[config.mk]
export PLATFORM = sky130hd
export DESIGN_NAME = hive_rbus_arb
export DESIGN_NICKNAME = d
export VERILOG_FILES = /design/src/rtl/hive_rbus_arb.sv
export SDC_FILE = /design/constraint.sdc
export NUM_CORES = 1
export LEC_CHECK = 0
export ABC_AREA = 1
export CAP_MARGIN = 20
export CORE_MARGIN = 4
export CORE_UTILIZATION = 37
export DETAILED_ROUTE_END_ITERATION = 8
export PLACE_DENSITY = 0.9
export REMOVE_ABC_BUFFERS = 1
export SLEW_MARGIN = 20
export SYNTH_ARGS = -nofsm -noshare
export SYNTH_HDL_FRONTEND = slang
export SYNTH_SLANG_ARGS = --single-unit
[constraint.sdc]
create_clock -name clk_i -period 1.9 [get_ports clk_i]
set_input_delay 0.285 -clock clk_i [delete_from_list [all_inputs] [get_ports clk_i]]
set_output_delay 0.285 -clock clk_i [all_outputs]
set_load 0.03 [all_outputs]
[src/rtl/hive_rbus_arb.sv]
// Round-robin arbiter and sequencer sharing one rbus register-set port among REQ_N requesters.
// Issues single-cycle rd/wr strobes and returns captured read data to the owning requester.
module hive_rbus_arb #(
    parameter int REQ_N  = 4,
    parameter int ADDR_W = 8,
    parameter int DATA_W = 32
) (
    input  logic                    clk_i,
    input  logic                    rst_n_i,
    input  logic [REQ_N-1:0]        req_i,
    input  logic [REQ_N-1:0]        req_wr_i,
    input  logic [REQ_N*ADDR_W-1:0] req_addr_i,
    input  logic [REQ_N*DATA_W-1:0] req_wr_data_i,
    output logic [REQ_N-1:0]        ack_o,
    output logic [REQ_N-1:0]        rd_vld_o,
    output logic [DATA_W-1:0]       rd_data_o,
    output logic                    busy_o,
    output logic [ADDR_W-1:0]       rbus_addr_o,
    output logic                    rbus_wr_o,
    output logic                    rbus_rd_o,
    output logic [DATA_W-1:0]       rbus_wr_data_o,
    input  logic [DATA_W-1:0]       rbus_rd_data_i
);

    localparam int PTR_W = (REQ_N > 1) ? $clog2(REQ_N) : 1;
    localparam logic [PTR_W:0] REQ_N_W = (PTR_W + 1)'(REQ_N);

    typedef enum logic [1:0] {S_IDLE, S_BUS, S_RESP} state_t;

    state_t            state, state_nxt;
    logic [PTR_W-1:0]  ptr, ptr_nxt;
    logic [PTR_W-1:0]  gnt_idx, gnt_idx_nxt;
    logic              gnt_wr, gnt_wr_nxt;
    logic              found;
    logic [PTR_W-1:0]  win;
    logic [PTR_W-1:0]  win_inc;
    logic [PTR_W:0]    sum;

    logic [REQ_N-1:0]  ack_nxt, rd_vld_nxt;
    logic [DATA_W-1:0] rd_data_nxt, wr_data_nxt;
    logic [ADDR_W-1:0] addr_nxt;
    logic              wr_nxt, rd_nxt;

    logic [ADDR_W-1:0] addr_arr    [REQ_N];
    logic [DATA_W-1:0] wr_data_arr [REQ_N];

    for (genvar k = 0; k < REQ_N; k++) begin : g_unpack
        assign addr_arr[k]    = req_addr_i[k*ADDR_W +: ADDR_W];
        assign wr_data_arr[k] = req_wr_data_i[k*DATA_W +: DATA_W];
    end

    // Round-robin search: first asserted request at or after ptr, wrapping.
    always_comb begin
        found   = 1'b0;
        win     = '0;
        sum     = '0;
        win_inc = '0;
        for (int i = 0; i < REQ_N; i++) begin
            sum = {1'b0, ptr} + (PTR_W + 1)'(i);
            if (sum >= REQ_N_W) sum = sum - REQ_N_W;
            if (!found && req_i[sum[PTR_W-1:0]]) begin
                found = 1'b1;
                win   = sum[PTR_W-1:0];
            end
        end
        sum = {1'b0, win} + (PTR_W + 1)'(1);
        if (sum >= REQ_N_W) sum = sum - REQ_N_W;
        win_inc = sum[PTR_W-1:0];
    end

    // NOTE: sequential state uses non-blocking assignments so every flop samples pre-edge values.
    always_ff @(posedge clk_i or negedge rst_n_i) begin
        if (!rst_n_i) state <= S_IDLE;
        else          state <= state_nxt;
    end

    always_comb begin
        state_nxt = state;
        unique case (state)
            S_IDLE:  if (found) state_nxt = S_BUS;
            S_BUS:   state_nxt = gnt_wr ? S_IDLE : S_RESP;
            S_RESP:  state_nxt = S_IDLE;
            default: state_nxt = S_IDLE;
        endcase
    end

    // NOTE: every signal gets a default first, so no path leaves it unassigned and no latch is inferred.
    always_comb begin
        ack_nxt     = '0;
        rd_vld_nxt  = '0;
        wr_nxt      = 1'b0;
        rd_nxt      = 1'b0;
        rd_data_nxt = rd_data_o;
        addr_nxt    = rbus_addr_o;
        wr_data_nxt = rbus_wr_data_o;
        gnt_idx_nxt = gnt_idx;
        gnt_wr_nxt  = gnt_wr;
        ptr_nxt     = ptr;
        unique case (state)
            S_IDLE: begin
                if (found) begin
                    ack_nxt[win] = 1'b1;
                    addr_nxt     = addr_arr[win];
                    wr_nxt       = req_wr_i[win];
                    rd_nxt       = !req_wr_i[win];
                    wr_data_nxt  = req_wr_i[win] ? wr_data_arr[win] : '0;
                    gnt_idx_nxt  = win;
                    gnt_wr_nxt   = req_wr_i[win];
                    ptr_nxt      = win_inc;
                end
            end
            S_RESP: begin
                rd_data_nxt         = rbus_rd_data_i;
                rd_vld_nxt[gnt_idx] = 1'b1;
            end
            default: ;
        endcase
    end

    always_ff @(posedge clk_i or negedge rst_n_i) begin
        if (!rst_n_i) begin
            ack_o          <= '0;
            rd_vld_o       <= '0;
            rd_data_o      <= '0;
            rbus_addr_o    <= '0;
            rbus_wr_o      <= 1'b0;
            rbus_rd_o      <= 1'b0;
            rbus_wr_data_o <= '0;
            gnt_idx        <= '0;
            gnt_wr         <= 1'b0;
            ptr            <= '0;
        end else begin
            ack_o          <= ack_nxt;
            rd_vld_o       <= rd_vld_nxt;
            rd_data_o      <= rd_data_nxt;
            rbus_addr_o    <= addr_nxt;
            rbus_wr_o      <= wr_nxt;
            rbus_rd_o      <= rd_nxt;
            rbus_wr_data_o <= wr_data_nxt;
            gnt_idx        <= gnt_idx_nxt;
            gnt_wr         <= gnt_wr_nxt;
            ptr            <= ptr_nxt;
        end
    end

    assign busy_o = (state != S_IDLE);

endmodule

Word level (Yosys, flattened, before mapping)
Cells that the tools add are included.
W data, S select, Z words.
{"block": "totals", "ff_bits": 89, "in_bits": 202, "out_inout_bits": 83, "word_cells": 94}
{"block": "op_classes", "addsub": 9, "order_cmp": 14, "eq_ne": 3, "mux": 44, "bitwise_logic": 1, "n_reduce_logical": 12}
{"cell": "$mux W32", "n": 3}
{"cell": "$bmux W32 S2", "n": 1}
{"cell": "$mux W2", "n": 11}
{"cell": "$lt A2 B3 Y1 const B", "n": 6}
{"cell": "$bmux W8 S2", "n": 1}
{"cell": "$mux W8", "n": 2}
{"cell": "$ge A3 B3 Y1 const B", "n": 5}
{"cell": "$mux W1", "n": 15}
{"cell": "$mux W4", "n": 3}
{"cell": "$bmux W1 S2", "n": 5}
{"cell": "$sub A2 B1 Y2 const B", "n": 5}
{"cell": "$add A2 B1 Y3 const B", "n": 2}
{"cell": "$add A2 B2 Y3 const B", "n": 2}
{"cell": "$logic_and A1 B1 Y1", "n": 5}
{"cell": "$demux W1 S2", "n": 2}
{"cell": "$ge A2 B1 Y1 const B", "n": 2}
{"cell": "$logic_not A1 Y1", "n": 4}
{"cell": "$pmux W2 S2", "n": 1}
{"cell": "$ge A2 B3 Y1 const B", "n": 1}
{"cell": "$not A2 Y3", "n": 1}
{"cell": "$eq A2 B1 Y1 const B", "n": 1}
{"cell": "$eq A2 B2 Y1 const B", "n": 1}
{"cell": "$logic_not A2 Y1", "n": 1}
{"cell": "$ne A2 B2 Y1 const B", "n": 1}
{"cell": "other kinds (2)", "n": 2}

Logic depth before layout (Yosys ltp)
Gate-level depths: netlist (run 1).
{"block": "depth", "ltp_word": 20, "ltp_mapped": 18, "ltp_nobuf": 15}

Least setup slack after synthesis (run 1)
No wires, ideal clock.
{"block": "synth_path", "path_type": "register to register", "startpoint": "register ptr[0]", "endpoint": "register ptr[1]", "setup_time_ns": 0.130, "t_arrival_ns": 1.814, "t_required_ns": 1.770, "path_slack_ns": -0.044, "stages_incl_launch_ff": 14, "path_buffers": 2, "period_less_slack_ns": 1.944, "cell_sequence": "dfrtp_1 > buf_4 > nand2_1 > nand2_2 > nand2_1 > nand2_1 > nor2_4 > nand3_2 > nand3_4 > inv_1 > buf_2 > ha_1 > nand2_1 > o21ai_1"}
{"block": "synth_via", "elab_chain_cells": 17, "elab_cells_between_ends": 42, "cone_classes": "9 x add/sub; 5 x order compare; 21 x mux; 7 x reduce/logical"}
{"element": "from (decl)", "line_no": "31", "source": "logic [PTR_W-1:0] ptr, ptr_nxt;"}
{"element": "from (signal assigned)", "line_no": "142", "source": "ptr <= ptr_nxt;"}
{"element": "branches (longest 13 deep; another with $add A2 B1 Y3)"}
{"element": "$mux W2 (*)", "line_no": "61", "source": "if (!found && req_i[sum[PTR_W-1:0]]) begin"}
{"element": "via win[0]", "line_no": "35", "source": "logic [PTR_W-1:0] win;"}
{"element": "$add A2 B1 Y3 (*)", "line_no": "66", "source": "sum = {1'b0, win} + (PTR_W + 1)'(1);"}
{"element": "$ge A3 B3 Y1 or $sub A2 B1 Y2 (tied branches)", "line_no": "67", "source": "if (sum >= REQ_N_W) sum = sum - REQ_N_W;"}
{"element": "$mux W2 (*)", "line_no": "67"}
{"element": "via sum[1]", "line_no": "37", "source": "logic [PTR_W:0] sum;"}
Mark *: on every way through the listed nets, which the timed path passes. The select of a mux whose other input is x is not followed.
A chain may end at the register's enable or synchronous reset.

Worst setup path in the final report (run 1)
{"block": "layout_path", "startpoint": "register ptr[1]", "endpoint": "register rbus_addr_o[3]"}
{"block": "layout_via", "elab_chain_cells": 18, "elab_cells_between_ends": 42, "cone_classes": "7 x add/sub; 4 x order compare; 23 x mux; 1 x bitwise; 7 x reduce/logical"}
{"element": "branches (longest 18 deep; another with $add A2 B1 Y3)"}
{"element": "to (signal assigned)", "line_no": "136", "source": "rbus_addr_o <= addr_nxt;"}
{"element": "to (decl)", "line_no": "18", "source": "output logic [ADDR_W-1:0] rbus_addr_o,"}
Several ways; the timed one is not identified. The select of a mux whose other input is x is not followed.

==> run_results.csv, run 1 <==
group,metric,value,unit
timing,fin_crit_sh,1.164,
worst_setup_path,end_kind,"register",
run,max_cap_violations,0,
route,drt_pass1_iterations,5,
timing,fin_hold_ws,0.3526,ns
cts,insertion_delay,0.35,ns
timing,worst_pin_slew,0.4052,ns
cts,root_buffer,"clkbuf_16",
timing,hold_viol_final,0,
cells_and_area,multi_input_area,0.003156,sq mm
route,vias_per_cell,5.084,
cts,cts_buffer_depth,2,
worst_setup_path,worstPathMaxFanout,6,
timing,period_needed,2.211,ns
timing,fmax,452.2,MHz
yosys,synth_ff_type,"dfrtp_1",
worst_setup_path,start_kind,"register",
min_path,min_path_type,"input pin to async pin",
cells_and_area,area_delta_synth_final,87.90,%
cts,path_clk_slew,0.08,ns
timing,setup_ws,-0.3113,ns
placed_design,dp_hpwl,15780,um
cts,cts_htree_levels,3,
worst_setup_path,r2r_slack,-0.31,ns
route,ant_nets,0,
worst_setup_path,worst-r2r-cell-count,15,
yosys,synthArstFlopShare,1.000,
timing,maxSlewViolCount,0,
cells_and_area,seqCellArea,0.002228,sq mm
pwr,p_leak,5.100,nW
worst_setup_path,critPathBufInv,6,
cells_and_area,diodes,0,
worst_setup_path,rr_startpoint,"ptr[1]$_DFFE_PN0P_",
worst_setup_path,arrival,2.44,ns
yosys,ys_types,26,
yosys,postSynthCellCount,782,
pwr,p_total,0.02602,W
timing,rsz0062_at_grt,"true",
floorplan,core.rowCount,44,
cts,cts_tree,"done",
worst_setup_path,crit_type,"register to register",
global_routing,gr-total-overflow,0,
yosys,avgSynthCellArea,7.035,sq um
route,vias,6635,
yosys,synth_edf_count,0,
pwr,power.density,2517,mW/mm^2
pwr,vdd_drop_max,1.279,mV
worst_setup_path,path_cells,"inv_2 > buf_4 > nand3_1 > nand2_2 > inv_2 > nand3_4 > nand3_4 > buf_6 > inv_8 > buf_12 > nand2_1 > nand3_1 > nand2_1 > nand2_1 > nand2_1",
outcome,status,"finished, violations left",
timing,relSlewSlack,0.7289,
global_routing,grt_pass1_vias,6543,
floorplan,initial_utilization,0.3785,
worst_setup_path,cp.required,2.13,ns
yosys,synth-seq-cells,89,
outcome,failed_checks,"negative setup slack",
worst_setup_path,crit_family,"simple AND/OR/NAND/NOR gates",
floorplan,dieWidth,129.9,um
floorplan,pin_count,285,
placed_design,gp_congestion,0.8785,
worst_setup_path,slowest_delay,0.46,ns
global_routing,grt_max_degree,37,
yosys,yosys_warnings,0,
worst_setup_path,startpoint,"ptr[1]$_DFFE_PN0P_",
global_routing,grt_pass1_wl,32890,um
yosys,ys_seq_area_frac,0.4048,
route,totalWireLength,23840,um
floorplan,fp.dieH,129.9,um
route,drtIter0Drc,438,
cells_and_area,nets,1322,
timing,finClkSkew,0.01412,ns
route,drt_drc_violations_left,0,
cells_and_area,final_layout_size_suffix_gt1_frac,0.2310,
cts,numCtsBuffers,9,
timing,setup_viol,50,
worst_setup_path,timing.rr.end,"rbus_addr_o[3]$_DFFE_PN0P_",
worst_setup_path,crit_top_cell,"nand2_1",
cells_and_area,fillers,1031,
cts,numClockSinks,89,
placed_design,io_buffers,284,
yosys,syn_area,0.005502,sq mm
route,wire_per_inst,18.27,um
floorplan,die_area,0.01688,sq mm
worst_setup_path,crit_slowest_cell,"dfrtp_2",
global_routing,antenna_found_initial,0,
global_routing,grtUsageTotal,0.2493,
floorplan,fp.coreArea,0.01453,sq mm
layout make-up:
cell class                 count  area share
multi-input combinational    545      0.3053
sequential                    89      0.2156
inverter                     100     0.03801
clock buffer                   9     0.02179
tap                          184     0.02227
clock inverter                 7     0.01065
timing repair buffer         371      0.3865
layout by cell type, fill, tap and decap left out, drive strengths merged, types with 2 or more instances in the layout:
cell / n
clkdlybuf4s50: 281
or2: 3
nand3: 149
clkbuf: 17
inv: 103
buf: 79
nor3: 5
ha: 4
o211ai: 8
nor2: 12
o21ai: 3
nand2: 323
dfrtp: 89
a21oi: 3
bufinv: 2
mux2: 32
cell usage after synthesis, types with 2 or more instances:
master,n,area [sq um]
inv_2,5,18.77
a21oi_1,3,15.01
ha_1,4,50.05
nand2_1,317,1190
dfrtp_1,89,2227
inv_1,95,356.6
nor2_1,11,41.29
nand3_1,145,725.7
clkbuf_1,9,33.78
nand3_2,2,20.02
or2_1,3,18.77
mux2_2,32,360.4
nand2_2,6,37.54
buf_6,4,45.04
o211ai_1,8,60.06
nor3_1,5,25.02
buf_2,19,95.09
buf_1,3,11.26
buf_4,14,105.1
o21ai_0,2,10.01
stage by stage:
step	setup slack [ns]	setup TNS [ns]	util	area, sq um	instances
3_3_place_gp	-0.4715	-17.70	0.6056	8802	1255
6_report	-0.3113	-10.80	0.7113	10340	1305
3_5_place_dp	-0.4998	-21.83	0.6056	8802	1255
2_1_floorplan	-1.661	-77.60	-	5211	733
4_1_cts	-0.1732	-5.323	0.6682	9712	1293
5_1_grt	-0.3842	-15.36	0.7113	10340	1305
worst max path at each step:
stage | end | slack (ns) | depth (start not counted)
2_1_floorplan | ptr[1]$_DFFE_PN0P_ | -1.66 | 12
3_3_place_gp | rbus_wr_data_o[7]$_DFFE_PN0P_ | -0.47 | 14
3_5_place_dp | rbus_wr_data_o[7]$_DFFE_PN0P_ | -0.50 | 14
4_1_cts | rbus_wr_data_o[7]$_DFFE_PN0P_ | -0.17 | 16
5_1_grt | rbus_addr_o[1]$_DFFE_PN0P_ | -0.38 | 15
6_report | rbus_addr_o[3]$_DFFE_PN0P_ | -0.31 | 15
registers in the layout, indices dropped and copies added, names as in the netlist:
signal / cells
ack_o: 4
gnt_idx: 2
gnt_wr: 1
ptr: 2
rbus_addr_o: 8
rbus_rd_o: 1
rbus_wr_data_o: 32
rbus_wr_o: 1
rd_data_o: 32
rd_vld_o: 4
state: 2
repair_timing:
action / CTS / global route
setup endpoints to repair: 51 / 52
hold buffers: 1 / 0
gates resized for setup: 97 / 103
gates cloned: 3 / 9
setup buffers: 19 / 4
pin swaps: 34 / 29
hold endpoints to repair: 17 / 0
where the power goes:
group	internal (W)	switching [W]
Sequential	0.00278	0.000470
Combinational	0.00923	0.0115
Clock	0.00118	0.000845
kinds of logic after synthesis:
logic type | after synthesis | synth area share
compound gates | 15 | 0.01774
fa+ha+maj | 4 | 0.009097
buf+inv | 149 | 0.1210
flops | 89 | 0.4048
mux | 32 | 0.06550
simple gates | 493 | 0.3819
worst register-to-register path, stage by stage (launching register included):
cell,delay (ns)
dfrtp_2,0.46
inv_2,0.13
buf_4,0.14
nand3_1,0.12
nand2_2,0.15
inv_2,0.08
nand3_4,0.14
nand3_4,0.16
buf_6,0.18
inv_8,0.07
buf_12,0.11
nand2_1,0.04
nand3_1,0.06
nand2_1,0.09
nand2_1,0.08
nand2_1,0.08
routing by layer:
layer	global-route usage	part of all wire	vias to the layer above
met1	0.2920	0.38	3186
met5	0	0	-
met2	0.4471	0.52	277
met3	0.05239	0.070	50
li1	-	-	3122
met4	0.09535	0.027	0
Power figures use the tool's default switching activity.
==> run 2, diff against run 1 <==
- REMOVE_ABC_BUFFERS: 1 -> default
==> run 2 against run 1 <==
Effect of this change:
- worst setup slack improved by 0.015 ns
- highest routed layer unchanged
- routed wire length fell by 9.8%
- critical path depth did not move
- final area fell by 5.3%
- critical path type unchanged
- register-to-register slack improved by 0.02 ns
- power fell by 12%
- the flow still finishes with violations (negative setup slack)
==> run_results.csv, run 2 (synthesis results as in run 1) <==
group,metric,value,unit
cells_and_area,reg.largest.list,"rbus_wr_data_o x32, rd_data_o x32, rbus_addr_o x8",
floorplan,pin_count,285,
global_routing,grt_max_degree,41,
pwr,p_sw_frac,0.4939,
route,drtIter0Drc,331,
global_routing,grt_util_met3,0.06959,
outcome,status,"finished, violations left",
timing,setup_ws,-0.2958,ns
global_routing,grtUsageTotal,0.2398,
worst_setup_path,worst-r2r-cell-count,15,
placed_design,gp_congestion,0.8943,
worst_setup_path,crit_slowest_cell,"dfrtp_2",
outcome,failed_checks,"negative setup slack",
timing,worst_pin_slew,0.4760,ns
cells_and_area,nets,1302,
worst_setup_path,end_kind,"register",
cells_and_area,final_layout_size_suffix_gt1_frac,0.1726,
cts,insertion_delay,0.35,ns
route,ant_nets,0,
worst_setup_path,rr_startpoint,"ptr[0]$_DFFE_PN0P_",
pwr,power_switching,0.01133,W
timing,hold_viol_final,0,
route,vias,6380,
pwr,vdd_drop_max,1.352,mV
pwr,seqPwrFrac,0.141,
cts,numClockSinks,89,
route,vias_per_cell,4.961,
cts,path_clk_slew,0.07,ns
global_routing,gr-max-usage-layer,"met2",
pwr,cell_internal_pwr,0.01161,W
timing,relSlewSlack,0.6817,
pwr,power.density,2345,mW/mm^2
cells_and_area,layout_common_cells,"nand2_1, clkdlybuf4s50_1, nand3_1",
floorplan,fp.coreArea,0.01453,sq mm
worst_setup_path,slowest_delay,0.45,ns
timing,finClkSkew,0.007497,ns
yosys,syn_nets,988,
worst_setup_path,arrival,2.43,ns
worst_setup_path,start_kind,"register",
worst_setup_path,crit_top_cell,"nand2_2",
cells_and_area,stdcell_count,1286,
global_routing,gr-total-overflow,0,
worst_setup_path,path_cells,"buf_8 > nand2_2 > nand2_2 > nand2_2 > nand2_2 > nor2_4 > nand3_4 > buf_4 > nand3_1 > nand2_1 > nand2_2 > nand2_4 > clkbuf_16 > nand3_1 > nand2_1",
global_routing,grtUsageMet1,0.2679,
timing,fin_hold_ws,0.4311,ns
pwr,pwr-share-clk,0.082,
timing,setup_viol,52,
route,drt_drc_violations_left,0,
floorplan,die_area,0.01688,sq mm
worst_setup_path,cp.required,2.14,ns
cts,cts_buffer_depth,2,
floorplan,core.rowCount,44,
placed_design,dp_hpwl,15360,um
timing,rsz0062_at_grt,"true",
pwr,p_comb_frac,0.777,
placed_design,post-place-ws,-0.4316,ns
cts,cts_htree_levels,3,
global_routing,use_met2,0.4277,
global_routing,antenna_found_initial,0,
route,drt_pass1_iterations,5,
cts,root_buffer,"clkbuf_16",
cts,cts_tree,"done",
global_routing,grt_pass1_vias,6266,
cells_and_area,fillers,1118,
placed_design,dpl.cell_count,1248,
placed_design,io_buffers,284,
pwr,p_leak,4.879,nW
floorplan,initial_utilization,0.3785,
timing,maxSlewViolCount,0,
timing,period_needed,2.196,ns
worst_setup_path,crit_type,"register to register",
cells_and_area,post-route-util,0.6732,
cts,numCtsBuffers,9,
cells_and_area,area_delta_synth_final,77.85,%
floorplan,fp.dieH,129.9,um
floorplan,dieWidth,129.9,um
timing,fin_crit_sh,1.156,
min_path,min_path_type,"input pin to async pin",
timing,fmax,455.4,MHz
global_routing,grt_pass1_wl,31660,um
worst_setup_path,startpoint,"ptr[0]$_DFFE_PN0P_",
route,wire_per_inst,16.72,um
run,max_cap_violations,0,
worst_setup_path,worstPathMaxFanout,13,
cells_and_area,layout_commonest_cell,"nand2_1",
route,totalWireLength,21510,um
-- run 2: per-layer routing --
metal / wire [um] / vias to the layer above / part of all wire
met4: 685 / 0 / 0.032
met1: 7857 / 2941 / 0.37
met2: 10850 / 329 / 0.50
met3: 2115 / 45 / 0.098
li1: - / 3065 / -
met5: 0 / - / 0
-- run 2: repair_timing --
action                                  4_1_cts  5_1_grt
gates resized for setup                      65       46
pin swaps                                     8       26
buffers inserted                             10        4
hold buffers                                  1        0
endpoints found under the setup margin       53       52
hold endpoints to repair                     27        0
cloned                                        5        2
-- run 2: per-stage QoR --
stage	TNS, ns	cell area, sq um	power (W)
finish	-12.55	9784	0.02295
global route	-16.88	9782	0.02468
CTS	-6.938	9540	0.02170
detailed placement	-18.43	8820	0.01778
global placement	-13.03	8820	0.01748
floorplan	0	5518	0.01253
-- run 2: worst paths after layout --
check	to	slack, ns
max in group asynchronous	rd_vld_o[3]$_DFF_PN0_	0.94
hold / removal	rbus_wr_data_o[20]$_DFFE_PN0P_	0.43
setup reg to reg	rbus_wr_data_o[5]$_DFFE_PN0P_	-0.30
setup / recovery	rbus_wr_data_o[5]$_DFFE_PN0P_	-0.30
min in group clk_i	state[1]$_DFFE_PN0P_	0.44
hold reg to reg	state[1]$_DFFE_PN0P_	0.44
-- run 2: critical path: cells and delay by family, from the launching register on --
kind          cells  cell delay [ns]
buf+inv           3             0.52
flops             1             0.45
simple gates     12             1.11
-- run 2: area by class of cell --
class,instances,area [sq um],area share
timing repair buffer,351,3715,0.3797
inverter,100,392.9,0.04015
tap,184,230.2,0.02353
sequential,89,2230,0.2279
multi-input combinational,545,2905,0.2969
clock inverter,7,83.83,0.008568
clock buffer,9,225.2,0.02302
antenna,1,2.502,0.0002558
-- run 2: power by group through the flow --
stage | combinational, W | sequential (W) | clock [W]
finish | 0.0178 | 0.00324 | 0.00188
global route | 0.0193 | 0.00333 | 0.00200
CTS | 0.0165 | 0.00324 | 0.00193
detailed placement | 0.0145 | 0.00325 | 0
global placement | 0.0143 | 0.00320 | 0
floorplan | 0.00795 | 0.00459 | 0
==> run 3, diff against run 2 <==
- CORE_UTILIZATION: 37 -> 35
- PLACE_DENSITY: 0.9 -> 0.86
==> run 3 against run 2 <==
Effect of this change:
- the run still ends with negative setup slack left
- hold slack lost 0.10 ns
- final area is 1.8% lower
- first-iteration DRC count is 15% lower
- worst setup slack improved by 0.069 ns
- sequential share of layout area grew 0.38 points
- non-clock buffer count is 14 lower
- critical path depth up 1
- die area increased by 5.4%
- fmax increased by 3.2%
==> run_results.csv, run 3 (synthesis results as in run 1) <==
group,metric,value,unit
worst_setup_path,rr_startpoint,"ptr[0]$_DFFE_PN0P_",
cells_and_area,fillers,1306,
route,drt_pass1_iterations,4,
yosys,syn_nets,988,
cts,numCtsBuffers,9,
floorplan,fp.dieH,133.4,um
global_routing,grtUsageMet1,0.2378,
cells_and_area,stdcell_count,1297,
timing,tns,-8.248,ns
cells_and_area,diodes,0,
global_routing,gr-total-overflow,0,
outcome,failed_checks,"negative setup slack",
timing,setup_ws,-0.2269,ns
cells_and_area,post-route-util,0.6276,
run,max_cap_violations,0,
timing,finClkSkew,0.006626,ns
cts,insertion_delay,0.34,ns
floorplan,die_area,0.01779,sq mm
placed_design,io_buffers,284,
cts,cts_buffer_depth,2,
worst_setup_path,arrival,2.35,ns
outcome,status,"finished, violations left",
timing,maxSlewViolCount,0,
pwr,p_leak,4.797,nW
placed_design,gp_congestion,0.8859,
timing,rsz0062_at_grt,"true",
pwr,vdd_drop_max,1.525,mV
global_routing,grt_max_degree,58,
floorplan,core.rowCount,45,
route,vias,6265,
cells_and_area,nets,1287,
timing,setup_viol,50,
route,wire_per_inst,15.92,um
floorplan,fp.coreArea,0.01531,sq mm
placed_design,dpl.cell_count,1265,
global_routing,gr-max-usage-layer,"met2",
worst_setup_path,end_kind,"register",
timing,fin_crit_sh,1.119,
worst_setup_path,startpoint,"ptr[0]$_DFFE_PN0P_",
cells_and_area,area_delta_synth_final,74.71,%
route,ant_nets,0,
worst_setup_path,start_kind,"register",
global_routing,grt_pass1_vias,5872,
floorplan,pin_count,285,
timing,period_needed,2.127,ns
cts,cts_tree,"done",
cts,numClockSinks,89,
worst_setup_path,worstPathMaxFanout,8,
timing,fmax,470.2,MHz
global_routing,grt_util_met3,0.06949,
min_path,min_path_type,"input pin to async pin",
worst_setup_path,cp.required,2.12,ns
global_routing,grt_pass1_wl,29660,um
cells_and_area,final_layout_size_suffix_gt1_frac,0.1602,
placed_design,post-place-ws,-0.4348,ns
cts,path_clk_slew,0.07,ns
cells_and_area,layout_common_cells,"nand2_1, clkdlybuf4s50_1, nand3_1",
route,vias_per_cell,4.830,
worst_setup_path,crit_type,"register to register",
timing,hold_viol_final,0,
cells_and_area,reg.largest.list,"rbus_wr_data_o x32, rd_data_o x32, rbus_addr_o x8",
global_routing,use_met2,0.3471,
global_routing,antenna_found_initial,0,
timing,relSlewSlack,0.6962,
floorplan,dieWidth,133.4,um
route,drtIter0Drc,283,
route,drt_drc_violations_left,0,
cells_and_area,layout_commonest_cell,"nand2_1",
pwr,power.density,2311,mW/mm^2
timing,worst_pin_slew,0.4543,ns
cts,cts_htree_levels,3,
global_routing,grtUsageTotal,0.2080,
pwr,p_total,0.02221,W
floorplan,initial_utilization,0.3592,
cts,root_buffer,"clkbuf_16",
placed_design,dp_hpwl,14930,um
route,totalWireLength,20650,um
-- run 3: changes by cell type in the layout (fill, tap and decap cells not counted), moves of 3 or more --
| cell | delta |
|---|---|
| ha_1 | +4 |
| nand2_2 | +4 |
| buf_6 | -4 |
| nand2_4 | -3 |
| nand3_2 | +9 |
| buf_4 | -7 |
| nand3_1 | -8 |
| inv_1 | +4 |
| clkbuf_16 | +3 |
| buf_16 | -4 |
| ha_4 | -4 |
| inv_2 | -5 |
-- run 3: cell type report --
cell class              instances  area, sq um  share of cell area
clock buffers                   9        225.2             0.02343
clock inverters                 7        83.83            0.008722
inverters                     100        392.9             0.04087
multi-input cells             544         2872              0.2987
flip-flops and latches         89         2227              0.2317
well taps                     211        264.0             0.02747
repair buffers                337         3547              0.3690
-- run 3: report_power, final --
part | leakage (nW) | switching [W] | internal (W)
clock network | 0.149 | 0.000815 | 0.00104
registers | 1.11 | 0.000434 | 0.00278
logic | 3.54 | 0.00987 | 0.00727
total | 4.80 | 0.0111 | 0.0111
-- run 3: worst paths after layout --
kind / endpoint / slack, ns / depth (start not counted)
worst max-delay path: rbus_wr_data_o[17]$_DFFE_PN0P_ / -0.23 / 16
worst min-delay path: rbus_wr_data_o[20]$_DFFE_PN0P_ / 0.33 / 2
worst max register to register: rbus_wr_data_o[17]$_DFFE_PN0P_ / -0.23 / 16
worst min register to register: state[1]$_DFFE_PN0P_ / 0.42 / 1
max in group asynchronous: ack_o[3]$_DFF_PN0_ / 0.99 / 3
min in group clk_i: state[1]$_DFFE_PN0P_ / 0.42 / 1
-- run 3: stage by stage --
step / instance area (sq um) / hold slack, ns
6_report: 9612 / 0.3293
2_1_floorplan: 5518 / -0.01059
3_3_place_gp: 8738 / 0.1250
5_1_grt: 9612 / 0.3268
3_5_place_dp: 8738 / 0.1272
4_1_cts: 9165 / 0.3119
-- run 3: what timing repair did --
action | 4_1_cts | 5_1_grt
pin swaps | 5 | 36
buffers inserted | 2 | 7
endpoints found under the setup margin | 53 | 51
hold endpoints to repair | 7 | 0
gates resized for setup | 32 | 59
hold buffers | 1 | 0
gates cloned | 0 | 8
-- run 3: critical path, stage by stage, from the launching register on --
cell and delay (ns):
dfrtp_1 0.43, buf_6 0.17, nand2_2 0.06, nand2_2 0.08, nand2_1 0.07, nand2_1 0.06
nand2_2 0.10, nand2_2 0.07, nand2_2 0.09, nand3_4 0.18, nand2_2 0.14, nand2_2 0.07
nand2_4 0.10, nand2_8 0.09, clkbuf_16 0.18, nand3_2 0.07, nand2_1 0.07
-- run 3: per-layer routing --
metal,vias up,share of wire
met2,292,0.48
li1,3032,-
met5,-,0
met1,2885,0.39
met4,0,0.045
met3,56,0.091
